$ cat src/rtl/mem_access_unit_pkg.sv
// Shared definitions for the MEM stage: access-size codes, FSM states and byte-count helper.
package mem_access_unit_pkg;

  typedef enum logic [1:0] {
    SIZE_B = 2'd0,
    SIZE_H = 2'd1,
    SIZE_W = 2'd2,
    SIZE_X = 2'd3
  } ls_size_e;

  typedef enum logic [1:0] {
    ST_IDLE  = 2'd0,
    ST_LOAD  = 2'd1,
    ST_STORE = 2'd2
  } state_e;

  localparam logic [31:0] ZERO_WORD = 32'h0000_0000;

  // Bytes moved by an access; the illegal size code yields 0.
  function automatic logic [2:0] size_bytes(input logic [1:0] sz);
    case (sz)
      SIZE_B:  size_bytes = 3'd1;
      SIZE_H:  size_bytes = 3'd2;
      SIZE_W:  size_bytes = 3'd4;
      default: size_bytes = 3'd0;
    endcase
  endfunction

endpackage

$ cat src/rtl/mem_access_unit_load_extend.sv
// Sign/zero extension of an assembled little-endian load word to register width.
module load_extend
  import mem_access_unit_pkg::*;
#(
  parameter int DATA_W = 32
) (
  input  logic [DATA_W-1:0] word,
  input  logic [1:0]        ls_size,
  input  logic              ls_unsigned,
  output logic [DATA_W-1:0] result
);

  function automatic logic [DATA_W-1:0] ext_byte(input logic signed [7:0] b, input logic uns);
    ext_byte = {{(DATA_W-8){b[7] & ~uns}}, b};
  endfunction

  function automatic logic [DATA_W-1:0] ext_half(input logic signed [15:0] h, input logic uns);
    ext_half = {{(DATA_W-16){h[15] & ~uns}}, h};
  endfunction

  always_comb begin
    result = word;
    case (ls_size)
      SIZE_B:  result = ext_byte(word[7:0], ls_unsigned);
      SIZE_H:  result = ext_half(word[15:0], ls_unsigned);
      default: result = word;
    endcase
  end

endmodule

$ cat src/rtl/mem_access_unit.sv
// MEM pipeline stage: byte-serial load/store over an 8-bit synchronous memory port.
// Optional misaligned-access rejection is enabled by defining MEM_MISALIGN_CHECK_EN.
module mem_access_unit
  import mem_access_unit_pkg::*;
#(
  parameter int ADDR_W = 32,
  parameter int DATA_W = 32
) (
  input  logic              clk,
  input  logic              rst,
  input  logic [4:0]        rd_addr_in,
  input  logic              rd_enable_in,
  input  logic [DATA_W-1:0] rd_num_in,
  input  logic              load_en,
  input  logic              store_en,
  input  logic [ADDR_W-1:0] ls_addr,
  input  logic [DATA_W-1:0] store_num,
  input  logic [1:0]        ls_size,
  input  logic              ls_unsigned,
  input  logic [7:0]        mem_din,
  output logic [ADDR_W-1:0] mem_a,
  output logic [7:0]        mem_dout,
  output logic              mem_wr,
  output logic              stall_req,
  output logic [4:0]        rd_addr_out,
  output logic              rd_enable_out,
  output logic [DATA_W-1:0] rd_num_out,
  output logic              misalign_err
);

  state_e            state;
  logic [2:0]        cnt;
  logic [DATA_W-1:0] load_buf;
  logic [DATA_W-1:0] load_word;
  logic [DATA_W-1:0] load_result;
  logic [2:0]        n_bytes;
  logic              mem_op;
  logic              misaligned;
  logic              load_req;
  logic              store_req;
  logic              reject;
  logic [ADDR_W-1:0] addr_k;
  logic [1:0]        cap_idx;

  assign n_bytes = size_bytes(ls_size);
  assign mem_op  = (ls_size != SIZE_X);
  assign addr_k  = ls_addr + ADDR_W'(cnt);
  assign cap_idx = cnt[1:0] - 2'd1;

`ifdef MEM_MISALIGN_CHECK_EN
  assign misaligned = ((ls_size == SIZE_H) && ls_addr[0]) ||
                      ((ls_size == SIZE_W) && (ls_addr[1:0] != 2'b00));
`else
  assign misaligned = 1'b0;
`endif

  // Load has priority over store; a rejected request never touches memory.
  assign reject    = (state == ST_IDLE) && (load_en || store_en) && mem_op && misaligned;
  assign load_req  = (state == ST_IDLE) && load_en && mem_op && !misaligned;
  assign store_req = (state == ST_IDLE) && !load_en && store_en && mem_op && !misaligned;

  // The byte arriving this cycle merged into the buffer, so the final byte is usable at once.
  always_comb begin
    load_word = load_buf;
    load_word[{cap_idx, 3'b000} +: 8] = mem_din;
  end

  load_extend #(.DATA_W(DATA_W)) u_load_extend (
    .word        (load_word),
    .ls_size     (ls_size),
    .ls_unsigned (ls_unsigned),
    .result      (load_result)
  );

  always_comb begin
    mem_wr    = 1'b0;
    mem_a     = '0;
    mem_dout  = 8'h00;
    stall_req = 1'b0;
    if (!rst) begin
      case (state)
        ST_IDLE: begin
          if (load_req) begin
            mem_a     = ls_addr;
            stall_req = 1'b1;
          end else if (store_req) begin
            mem_wr    = 1'b1;
            mem_a     = ls_addr;
            mem_dout  = store_num[7:0];
            stall_req = (n_bytes != 3'd1);
          end
        end
        ST_LOAD: begin
          if (cnt < n_bytes) begin
            mem_a     = addr_k;
            stall_req = 1'b1;
          end
        end
        ST_STORE: begin
          mem_wr    = 1'b1;
          mem_a     = addr_k;
          mem_dout  = store_num[{cnt[1:0], 3'b000} +: 8];
          stall_req = (cnt != n_bytes - 3'd1);
        end
        default: ;
      endcase
    end
  end

  always_ff @(posedge clk) begin
    if (rst) begin
      state         <= ST_IDLE;
      cnt           <= 3'd0;
      load_buf      <= ZERO_WORD;
      rd_addr_out   <= 5'd0;
      rd_enable_out <= 1'b0;
      rd_num_out    <= ZERO_WORD;
    end else begin
      case (state)
        ST_IDLE: begin
          if (reject) begin
            rd_enable_out <= 1'b0;
          end else if (load_req) begin
            state         <= ST_LOAD;
            cnt           <= 3'd1;
            rd_enable_out <= 1'b0;
          end else if (store_req) begin
            if (n_bytes == 3'd1) begin
              rd_addr_out   <= 5'd0;
              rd_enable_out <= 1'b0;
              rd_num_out    <= ZERO_WORD;
            end else begin
              state         <= ST_STORE;
              cnt           <= 3'd1;
              rd_enable_out <= 1'b0;
            end
          end else begin
            rd_addr_out   <= rd_addr_in;
            rd_enable_out <= rd_enable_in;
            rd_num_out    <= rd_num_in;
          end
        end
        ST_LOAD: begin
          load_buf <= load_word;
          if (cnt < n_bytes) begin
            cnt           <= cnt + 3'd1;
            rd_enable_out <= 1'b0;
          end else begin
            rd_num_out    <= load_result;
            rd_addr_out   <= rd_addr_in;
            rd_enable_out <= rd_enable_in;
            state         <= ST_IDLE;
            cnt           <= 3'd0;
          end
        end
        ST_STORE: begin
          if (cnt == n_bytes - 3'd1) begin
            rd_addr_out   <= 5'd0;
            rd_enable_out <= 1'b0;
            rd_num_out    <= ZERO_WORD;
            state         <= ST_IDLE;
            cnt           <= 3'd0;
          end else begin
            cnt           <= cnt + 3'd1;
            rd_enable_out <= 1'b0;
          end
        end
        default: begin
          state <= ST_IDLE;
          cnt   <= 3'd0;
        end
      endcase
    end
  end

`ifdef MEM_MISALIGN_CHECK_EN
  logic misalign_q;
  // Set by a rejected request, cleared by whatever op IDLE accepts next.
  always_ff @(posedge clk) begin
    if (rst)
      misalign_q <= 1'b0;
    else if (state == ST_IDLE)
      misalign_q <= reject;
  end
  assign misalign_err = misalign_q;
`else
  assign misalign_err = 1'b0;
`endif

endmodule

$ cat config.mk
export PLATFORM = sky130hd
export DESIGN_NAME = mem_access_unit
export DESIGN_NICKNAME = d
export VERILOG_FILES = /design/src/rtl/mem_access_unit_pkg.sv /design/src/rtl/mem_access_unit_load_extend.sv /design/src/rtl/mem_access_unit.sv
export SDC_FILE = /design/constraint.sdc
export NUM_CORES = 1
export LEC_CHECK = 0
export CAP_MARGIN = 20
export CORE_ASPECT_RATIO = 1.2
export CORE_MARGIN = 1
export CORE_UTILIZATION = 47
export DETAILED_ROUTE_END_ITERATION = 8
export MAX_ROUTING_LAYER = met4
export PLACE_DENSITY = 0.82
export SKIP_LAST_GASP = 1
export SYNTH_ARGS = -nofsm -noshare
export SYNTH_HDL_FRONTEND = slang
export SYNTH_HIERARCHICAL = 1
export SYNTH_SLANG_ARGS = --single-unit
$ cat constraint.sdc
create_clock -name clk -period 3.6 [get_ports clk]
set_input_delay 0.72 -clock clk [delete_from_list [all_inputs] [get_ports clk]]
set_output_delay 0.72 -clock clk [all_outputs]
set_load 0.02 [all_outputs]
After elaboration in Yosys (flattened, before gate mapping):

Index checks and enable logic that the tools add are counted.

* register bits: 75
* output and inout bits: 81
* word-level logic and storage cells: 94

* add/sub/neg operators: 5
* $lt $le $gt $ge: 1
* eq/ne operators: 15
* shift-type cells: 3
* mux-type cells: 49
* bitwise gates (word level): 3
* reductions and logical operators: 12

Operator list (number)
* $mux 32: 9
* $pmux 32 s3: 2
* $pmux 32 s2: 1
* $add 32x3->32: 1
* $bwmux 32: 1
* $shift 8x7->32 const A: 1
* $shiftx 32x6->8: 1
* $shiftx 8x7->32: 1
* $mux 5: 5
* $mux 8: 3
* $pmux 3 s3: 2
* $pmux 8 s2: 1
* $mux 3: 5
* $pmux 5 s3: 1
* $mux 1: 10
* $mux 2: 5
* $ne 2x2->1 const B: 4
* $neg 5->7: 1
* $ne 3x3->1 const B: 2
* $pmux 1 s3: 2
* $pmux 2 s3: 1
* $logic_and 1x1->1: 5
* $reduce_and 5->1: 1
* $eq 2x1->1 const B: 2
* 18 further kinds: 21

Longest topological paths before layout:

Gate-level depths: netlist (run 1).

* depth after elaboration: 8
* depth in mapped cells: 13

Hierarchy:

The synthesis (run 1) kept the hierarchy.

By module, submodules not included
* mem_access_unit: instances 1, cells each 689, area an instance 5521.5 µm²
* load_extend: instances 1, cells each 67, area an instance 355.3 µm²

Least setup slack after synthesis (run 1):

OpenSTA, ideal clock, no wires.

* kind: flip-flop to output port
* start point: register cnt[1]
* end point: output mem_a[10]
* arrival time: 2.875 ns
* data required time: 2.880 ns
* slack: 0.005 ns
* cell stages (with the launch flop): 10
* buffers on the path: 2
* path through: dfxtp_1 > clkbuf_1 > inv_1 > fa_1 > nor2b_1 > o2111a_1 > clkbuf_1 > nand2_1 > o31a_1 > a311oi_1

* word-level cells in the longest chain between the ends: 4

RTL lines
* start: declaration: RTL line mem_access_unit.sv:32 `logic [2:0] cnt;`
* start signal: assignment: RTL line mem_access_unit.sv:146 `cnt <= cnt + 3'd1;`
* start signal: assignment: RTL line mem_access_unit.sv:164 `cnt <= cnt + 3'd1;`
* $add 32x3->32 / $lt 3x3->1 (equally long branches): RTL line mem_access_unit.sv:47, mem_access_unit.sv:94
* $mux 32: RTL line mem_access_unit.sv:94 `if (cnt < n_bytes) begin`
* $pmux 32 s3 (*): RTL line mem_access_unit.sv:81 `case (state)`
* $mux 32 (*): RTL line mem_access_unit.sv:80 `if (!rst) begin`
* end: declaration: RTL line mem_access_unit.sv:21 `output logic [ADDR_W-1:0] mem_a,`

Mark *: on every way between the ends. The rest lies on a longest branch, timed or not.

Final worst setup path (run 1):

* start point: input ls_addr[0]
* end point: output mem_a[14]

* word-level cells in the longest chain between the ends: 4

RTL lines
* start: declaration: RTL line mem_access_unit.sv:16 `input logic [ADDR_W-1:0] ls_addr,`
* $add 32x3->32 (*): RTL line mem_access_unit.sv:47 `assign addr_k = ls_addr + ADDR_W'(cnt);`
* $mux 32: RTL line mem_access_unit.sv:94
* $pmux 32 s3 (*): RTL line mem_access_unit.sv:81
* $mux 32 (*): RTL line mem_access_unit.sv:80

Marks and branches as above.

==> results of run 1 <==
[through the flow]
step           total power, µW  setup slack, ps
6_report                  4660             56.2
3_5_place_dp              3620             -795
3_3_place_gp              3560             -731
2_1_floorplan             2720             5.08
5_1_grt                   4910            -28.4
4_1_cts                   4630             11.2
[synthesized netlist by cell type, types with 2 or more instances]
cell type,number,share of area (%)
clkbuf_1,39,2.5
o21ai_0,46,3.9
a311oi_1,41,6.1
clkbuf_2,2,0.17
nor3_2,2,0.34
a41oi_1,3,0.45
dfxtp_1,75,26
or4_1,3,0.38
a22oi_1,41,5.2
buf_2,11,0.94
a31o_2,2,0.30
o21bai_1,2,0.26
buf_6,7,1.3
mux4_2,8,3.1
and4_1,2,0.30
nand4_1,16,1.7
nand2b_1,38,4.0
nand3_1,9,0.77
o211ai_1,5,0.64
a211oi_1,3,0.38
and3_1,5,0.53
nor2_1,63,4.0
or3_1,7,0.75
nor2b_1,3,0.32
buf_4,13,1.7
buf_1,4,0.26
a311oi_2,29,7.4
inv_1,14,0.89
o21a_1,2,0.26
o311ai_2,2,0.55
nor4_1,2,0.21
nand2_1,113,7.2
a21o_1,6,0.77
ha_1,16,3.4
a31oi_1,21,2.2
a21oi_1,57,4.9
or2_2,2,0.21
and2_1,6,0.64
nor3_1,7,0.60
[cell type report]
| cell class | instances | area [µm²] |
|---|---|---|
| flip-flops and latches | 75 | 1500 |
| multi-input cells | 591 | 4050 |
| inverters | 14 | 52.6 |
| repair buffers | 292 | 2680 |
| clock buffers | 10 | 229 |
| well taps | 161 | 201 |
| diodes | 1 | 2.50 |
| clock inverters | 6 | 90.1 |
| fillers | 931 | 3360 |
[worst register-to-register path, delay by kind of cell (launching register included)]
kind | cells | cell delay (ps)
buffers and inverters | 4 | 1150
AOI/OAI and AO/OA | 4 | 770
and+or+nand+nor | 1 | 420
DFF | 1 | 400
adders and majority gates | 1 | 330
[repair_timing]
action | 4_1_cts | 5_1_grt
cloned | 2 | 0
pin swaps | 13 | 6
resized for setup | 155 | 9
endpoints found under the setup margin | 33 | 12
setup buffers | 4 | 1
hold buffers | 0 | 0
[worst max-delay path by stage]
stage	from	end	slack, ps	depth (start not counted)
final	ls_addr[0]	mem_a[14]	60	12
after global routing	ls_addr[0]	mem_a[16]	-30	12
after CTS	ls_addr[0]	mem_a[28]	10	10
after detailed placement	ls_addr[0]	mem_a[12]	-790	11
after global placement	ls_addr[0]	mem_a[12]	-730	11
after floorplan	cnt[1]	mem_a[10]	5	9
[registers in the layout, indices dropped and copies added (netlist names)]
signal,cells
load_buf,32
rd_num_out,32
rd_addr_out,5
cnt,3
state,2
rd_enable_out,1
[cell families (layout without fill, tap and decap cells)]
family,after synthesis,in the layout,share of synthesized area [%]
compound gates,271,271,35.1
xor+xnor,2,2,0.298
fa+ha+maj,17,17,3.75
buf+inv,90,322,7.75
flops,75,75,25.5
mux,10,10,3.47
other cells,1,2,0.0638
simple gates,290,290,24.0
[routing by layer]
| layer | vias to the layer above | track usage [%] |
|---|---|---|
| met5 | - | - |
| met1 | 3242 | 43.0 |
| met4 | 0 | 13.0 |
| li1 | 3299 | - |
| met3 | 66 | 5.34 |
| met2 | 369 | 49.1 |
[report_power, final]
| group | switching [µW] | internal, µW |
|---|---|---|
| registers | 120 | 1040 |
| clock network | 369 | 608 |
| logic | 1420 | 1090 |
| total | 1910 | 2750 |
==> results by group, run 1 <==
Run status
  • Outcome: completed

Worst hold path
  • Hold Path Depth: 2
  • Hold endpoint: rd_enable_out
  • Hold path startpoint: rd_enable_out
  • Worst hold path type: reg2reg

Timing
  • Max Freq: 0.282 GHz
  • Final worst path period share: 98.4%
  • Setup violators final: 0
  • Clk_skew: 7.39 ps
  • Slew @ Worst Pin: 947 ps
  • Max transition margin: 36.3%
  • Worst hold slack: 461 ps
  • Max-slew violations: 0
  • Setup tns final: 0 ps
  • Unrepaired setup endpoints after global routing: true
  • Min cycle time layout: 3540 ps
  • Final hold violations: 0

Drt
  • Final ANT Viol Nets: 0
  • Met1 Wirelength: 8960 µm
  • DR vias/cell: 6.07
  • Detailed Route WL: 20,900 µm
  • Routed vias: 6,976
  • Drt pass-1 iters: 6
  • 1st-iter DRT viols: 586
  • DRC: 0
  • Met2 wire length: 9590 µm
  • Per-cell routed wire length: 18.1 µm
  • Wire length on met3: 1500 µm
  • Max Used Layer: met4

GRT
  • GR Overflow Total: 0
  • Global Route Usage Sum: 32.4%
  • Number of global-route vias before repair: 6,291
  • First-pass GRT wire length: 33,000 µm
  • Largest net degree at the start of global routing: 77
  • Initial antenna violation count: 1

Clocking
  • Clk root buf: clkbuf_16
  • Clock Tree Buf Depth: 2
  • Clock Latency Late Sink: 340 ps
  • Worst-path clk slew: 60 ps
  • TritonCTS Buffers: 9
  • H-tree levels: 3
  • CTS tree: yes
  • Clock sinks: 75

Worst setup path
  • CP Capture Type: primary output
  • WP buf/inv: 5
  • Setup Crit Path Kind: in2out
  • Max Fanout on Critical Path: 6
  • CP Data Required Time: 2880 ps
  • Top delay family on crit path: buffers and inverters
  • Critical-path cell list: clkdlybuf4s15_2, ha_4, inv_1, fa_2, nor2b_2, o2111a_2, buf_4, buf_4, and2_4, nand3b_1, a21oi_1, clkdlybuf4s15_2
  • Critical path's largest stage delay: 390 ps
  • Arr. time, crit path: 2820 ps
  • Slowest stage cell, crit path: fa_2
  • R2r endpoint: rd_num_out[27]
  • R2r setup slk: 420 ps
  • Crit start category: input pin
  • Worst r2r src: cnt[0]
  • Reg2Reg Depth: 10

Final layout
  • Most frequent cells in the layout: clkdlybuf4s50_1, nand2_1, buf_4, dfxtp_1, nor2_1
  • Final std cells w/o fill: 1,150
  • Layout cell share with drive strength beyond 1: 21.9%
  • Design area: 0.00881 mm²
  • Layout area overhead: 49.9%
  • Final #Nets: 1,117
  • Finished Core Util: 72.4%
  • Most common cell after layout, fill and taps aside: clkdlybuf4s50_1

Yosys
  • Mapped cell area: 0.00588 mm²
  • Post-synth EDFFs: 0
  • Ys async rst share: 0%
  • YS warnings: 6
  • Synthesized area per cell: 7.77 µm²
  • Yosys cell types: 68
  • Post-Synthesis Cells: 756
  • Sequential cell area fraction in the yosys report: 25.5%
  • #FFs+latches synth: 75
  • Main synth FF type: dfxtp_1
  • Syn nets: 890

Placement
  • Gpl congestion: 0.921
  • Placed Instances: 1,126
  • Area after DPL: 0.00837 mm²
  • Post-DP HPWL: 14,800 µm
  • Port Buffers: 196

Floorplanning
  • # IOs: 198
  • Core area: 0.0122 mm²
  • Initial cell density of the core: 48.3%
  • Die Y: 124 µm
  • Die footprint: 0.0130 mm²
  • Row Count: 44
  • Die Wd: 104 µm

Power and ir drop
  • Pleak: 0.00341 µW
  • Worst IR Drop VDD: 0.331 mV
  • P per Cell Area: 529 mW/mm²

Job
  • Max Cap Viol: 0
Note: power is estimated with default switching activity, not from simulation.
==> run 2, diff against run 1 <==
Settings changed: CORE_ASPECT_RATIO 1.2 to 0.75, CORE_MARGIN 1 to 8.
==> run 2 against run 1 <==
  * Combinational power barely moved
  * Worst hold slack got worse by 3.3 ps
  * Count of clock-buffer cells in the layout did not move
  * Register-to-register slack improved by 40 ps
  * Global-route usage fell by 6.2 points
  * Via count rose by 0.46%
  * Critical endpoint is now mem_a[28]
==> results by group, run 2 (synthesis results as in run 1) <==
Run status
  • Outcome: completed

GRT
  • Number of global-route vias before repair: 6,661
  • GR Overflow Total: 0
  • M1 GR Usage: 35.7%
  • Top Usage Layer GRT: met2
  • Global Route Usage Sum: 26.3%
  • Met3 GRT Util: 5.86%
  • M2 GR Usage: 39.3%
  • Initial antenna violation count: 0
  • First-pass GRT wire length: 35,000 µm
  • Largest net degree at the start of global routing: 74

Drt
  • Routed vias: 7,008
  • 1st-iter DRT viols: 670
  • DRC: 0
  • Per-cell routed wire length: 18.9 µm
  • Drt pass-1 iters: 5
  • DR vias/cell: 6.04
  • Final ANT Viol Nets: 0
  • Detailed Route WL: 21,900 µm

Clocking
  • Clk root buf: clkbuf_16
  • TritonCTS Buffers: 9
  • H-tree levels: 3
  • Clock Latency Late Sink: 330 ps
  • CTS tree: yes
  • Worst-path clk slew: 50 ps
  • Clock Tree Buf Depth: 2
  • Clock sinks: 75

Floorplanning
  • Core area: 0.0123 mm²
  • Die footprint: 0.0164 mm²
  • Die Wd: 145 µm
  • # IOs: 198
  • Initial cell density of the core: 47.9%
  • Row Count: 35
  • Die Y: 113 µm

Final layout
  • Design area: 0.00879 mm²
  • Largest registers: load_buf: 32 flops, rd_num_out: 32 flops, rd_addr_out: 5 flops
  • Final #Nets: 1,125
  • Most frequent cells in the layout: clkdlybuf4s50_1, nand2_1, buf_4, dfxtp_1, nor2_1
  • Layout area overhead: 49.6%
  • Layout cell share with drive strength beyond 1: 22.4%
  • Finished Core Util: 71.7%
  • Ant. Diodes: 0
  • Most common cell after layout, fill and taps aside: clkdlybuf4s50_1

Timing
  • Max transition margin: 36.5%
  • Min cycle time layout: 3560 ps
  • Worst hold slack: 458 ps
  • Final worst path period share: 99.0%
  • Slew @ Worst Pin: 953 ps
  • Clk_skew: 2.85 ps
  • Max Freq: 0.281 GHz
  • Setup tns final: 0 ps
  • Setup violators final: 0
  • Final hold violations: 0
  • Max-slew violations: 0

Power and ir drop
  • Pleak: 0.00342 µW
  • Sw frac: 40.7%
  • Reg power frac: 24.9%
  • P_sw: 1890 µW
  • Clock power share: 20.3%
  • Combinational share of power: 54.9%
  • Internal Pwr Total: 2750 µW
  • P per Cell Area: 527 mW/mm²
  • Worst IR Drop VDD: 0.317 mV

Worst setup path
  • Reg2Reg Depth: 10
  • Setup Crit Path Kind: in2out
  • Crit. path cell count: 10
  • Top delay family on crit path: simple AND/OR/NAND/NOR gates
  • Arr. time, crit path: 2840 ps
  • CP Capture Type: primary output
  • Max Fanout on Critical Path: 6
  • WP buf/inv: 3
  • Critical-path cell list: dlygate4sd2_1, ha_2, inv_1, fa_2, nor2b_2, o2111a_2, nand4_1, or4_4, o211ai_1, buf_4
  • Critical path's largest stage delay: 450 ps
  • Crit start category: input pin
  • Slowest stage cell, crit path: or4_4
  • CP Data Required Time: 2880 ps

Placement
  • Post-DP HPWL: 16,400 µm
  • Port Buffers: 196
  • Area after DPL: 0.00843 mm²
  • Gpl congestion: 0.900

Worst hold path
  • Worst hold path type: reg2reg
  • Hold Path Depth: 2

Job
  • Max Cap Viol: 0
==> run 2: cell count changes in the layout (fill, tap and decap cells not counted), sizes merged <==
cell	before	now
diode	1	0
clkinvlp	1	0
clkdlybuf4s15	10	5
buf	115	125
clkbuf	12	16
bufbuf	1	0
==> run 2: layer usage <==
metal	wire length (µm)	vias to the layer above	share of wire, %
met4	278	0	1.3
met5	0	-	0
met2	9840	349	45
met3	1900	29	8.7
met1	9930	3316	45
li1	-	3314	-
==> run 2: worst paths after layout <==
check,from,end,slack (ps)
hold / removal,rd_enable_out,rd_enable_out,460
setup reg to reg,cnt[0],rd_num_out[31],460
hold reg to reg,rd_enable_out,rd_enable_out,460
setup / recovery,ls_addr[0],mem_a[28],40
==> run 2: power groups by stage <==
stage	logic [µW]	registers [µW]	clock network (µW)
after floorplan	1400	1320	0
after global placement	2450	1160	0
after detailed placement	2490	1170	0
after CTS	2510	1150	950
after global routing	2740	1180	978
final	2540	1150	940
==> run 2: worst register-to-register path, delay by kind of cell (launching register included) <==
kind	cells	cell delay, ps
buffers and inverters	2	360
AND/OR/NAND/NOR	3	610
flip-flops	1	320
adder cells (fa/ha/maj)	1	350
multiplexers	1	650
AO/OA/AOI/OAI	3	710
==> run 2: what timing repair did <==
item	in CTS	in global routing
gates resized for setup	156	15
setup buffers	4	1
pin swaps	10	5
setup endpoints to repair	42	27
hold buffers	0	0
cloned	1	0
==> run 2: cell type report <==
type | count | area (µm²)
flip-flops and latches | 75 | 1500
clock buffers | 10 | 229
fillers | 930 | 3470
well taps | 166 | 208
clock inverters | 5 | 78.8
inverters | 14 | 52.6
repair buffers | 300 | 2680
multi-input cells | 591 | 4040
==> run 2: metrics by stage <==
step	instances	setup WS [ps]	power [µW]
6_report	1161	37.5	4640
5_1_grt	1161	-9.94	4900
4_1_cts	1159	-3.96	4610
3_5_place_dp	1139	-739	3660
3_3_place_gp	1139	-696	3610
2_1_floorplan	756	5.08	2720
==> run 3, diff against run 2 <==
Settings changed: CORE_UTILIZATION 47 to 45, PLACE_DENSITY 0.82 to 0.79.
==> run 3 against run 2 <==
  * Global-route usage is 1.5 points lower
  * Critical endpoint unchanged
  * Largest power group unchanged
  * Clock power is 2.4% higher
  * Final cell count is 0.34% lower
  * Total power is 0.95% lower
  * Routed wire length is 1.7% lower
==> results by group, run 3 (synthesis results as in run 1) <==
Run status
  • Outcome: completed

Final layout
  • Most common cell after layout, fill and taps aside: clkdlybuf4s50_1
  • Design area: 0.00872 mm²
  • Fill cells: 1,081
  • Largest registers: load_buf: 32 flops, rd_num_out: 32 flops, rd_addr_out: 5 flops
  • Layout cell share with drive strength beyond 1: 21.7%
  • Layout area overhead: 48.3%
  • Ant. Diodes: 0
  • Final #Nets: 1,115
  • Most frequent cells in the layout: clkdlybuf4s50_1, nand2_1, buf_4, dfxtp_1, nor2_1
  • Finished Core Util: 67.7%
  • Final std cells w/o fill: 1,157

Timing
  • Worst hold slack: 470 ps
  • Setup violators final: 0
  • Final worst path period share: 97.4%
  • Setup tns final: 0 ps
  • Min cycle time layout: 3510 ps
  • Final hold violations: 0
  • Slew @ Worst Pin: 979 ps
  • Max transition margin: 34.2%
  • Max Freq: 0.285 GHz
  • Clk_skew: 6.68 ps
  • Max-slew violations: 0

Floorplanning
  • Initial cell density of the core: 45.6%
  • Row Count: 36
  • Core area: 0.0129 mm²
  • Die Wd: 148 µm
  • # IOs: 198
  • Die footprint: 0.0170 mm²
  • Die Y: 115 µm

Placement
  • Gpl congestion: 0.908
  • Post-DP HPWL: 16,300 µm
  • Area after DPL: 0.00835 mm²
  • Placed Instances: 1,135
  • Port Buffers: 196

Clocking
  • Clock Tree Buf Depth: 2
  • H-tree levels: 3
  • Clk root buf: clkbuf_16
  • Clock Latency Late Sink: 340 ps
  • CTS tree: yes
  • Clock sinks: 75
  • Worst-path clk slew: 60 ps
  • TritonCTS Buffers: 9

Worst setup path
  • Setup Crit Path Kind: in2out
  • Slowest stage cell, crit path: or4_1
  • Arr. time, crit path: 2790 ps
  • Critical path's largest stage delay: 520 ps
  • CP Capture Type: primary output
  • Crit start category: input pin
  • Critical-path cell list: clkdlybuf4s15_1, nand2b_4, ha_4, or3b_4, o311ai_4, nand2_2, or4_1, o211ai_1, buf_4
  • CP Data Required Time: 2880 ps
  • Max Fanout on Critical Path: 4

Power and ir drop
  • Worst IR Drop VDD: 0.341 mV
  • Clock power share: 21.0%
  • P_sw: 1890 µW
  • Internal Pwr Total: 2710 µW
  • Pleak: 0.00336 µW
  • Sw frac: 41.1%
  • P per Cell Area: 527 mW/mm²
  • Reg power frac: 25.1%
  • Combinational share of power: 53.9%

GRT
  • Initial antenna violation count: 0
  • First-pass GRT wire length: 33,400 µm
  • GR Overflow Total: 0
  • Largest net degree at the start of global routing: 70
  • Global Route Usage Sum: 24.8%
  • Number of global-route vias before repair: 6,272

Drt
  • DRC: 0
  • Final ANT Viol Nets: 0
  • Drt pass-1 iters: 5
  • DR vias/cell: 6.01
  • Detailed Route WL: 21,600 µm
  • 1st-iter DRT viols: 660
  • Routed vias: 6,952
  • Per-cell routed wire length: 18.6 µm

Worst hold path
  • Worst hold path type: reg2reg

Job
  • Max Cap Viol: 0
-- run 3: path summary, 6_finish.rpt --
path,startpoint,to,slack (ps),depth (start not counted)
min reg2reg,rd_enable_out,rd_enable_out,470,2
max reg2reg,cnt[0],rd_num_out[13],260,10
min,rd_enable_out,rd_enable_out,470,2
max,ls_size[0],mem_a[28],90,9
-- run 3: what timing repair did --
action / 4_1_cts / 5_1_grt
setup buffers: 5 / 1
hold buffers: 0 / 0
setup endpoints to repair: 35 / 28
pin swaps: 11 / 7
gates cloned: 0 / 0
resized for setup: 152 / 12
-- run 3: cell type report --
type / count / area [µm²] / area share (%)
multi-input combinational: 591 / 4040 / 46.3
timing repair buffer: 290 / 2600 / 29.8
sequential: 75 / 1500 / 17.2
clock buffer: 10 / 229 / 2.63
tap: 171 / 214 / 2.45
clock inverter: 6 / 88.8 / 1.02
inverter: 14 / 52.6 / 0.603
-- run 3: per-layer routing --
| metal | track usage, % | wire length [µm] |
|---|---|---|
| met1 | 35.6 | 9800 |
| met2 | 35.8 | 9560 |
| met3 | 4.29 | 1940 |
| met4 | 4.27 | 278 |
| met5 | - | 0 |
-- run 3: power groups by stage --
stage          Sequential (µW)  Combinational, µW  Clock [µW]
6_report                  1160               2480         963
3_3_place_gp              1160               2410           0
3_5_place_dp              1170               2450           0
2_1_floorplan             1320               1400           0
4_1_cts                   1150               2450         973
5_1_grt                   1180               2660        1010
-- run 3: worst max-delay path: cells and delay by family --
| family | cells | cell delay (ps) |
|---|---|---|
| fa+ha+maj | 1 | 210 |
| simple gates | 4 | 1250 |
| buf+inv | 2 | 380 |
| compound gates | 2 | 220 |
-- run 3: metrics by stage --
step                setup slack, ps  total power, µW
CTS                            11.3             4570
global placement               -722             3580
floorplan                      5.08             2720
detailed placement             -776             3610
finish                         94.1             4590
global route                  -5.39             4850
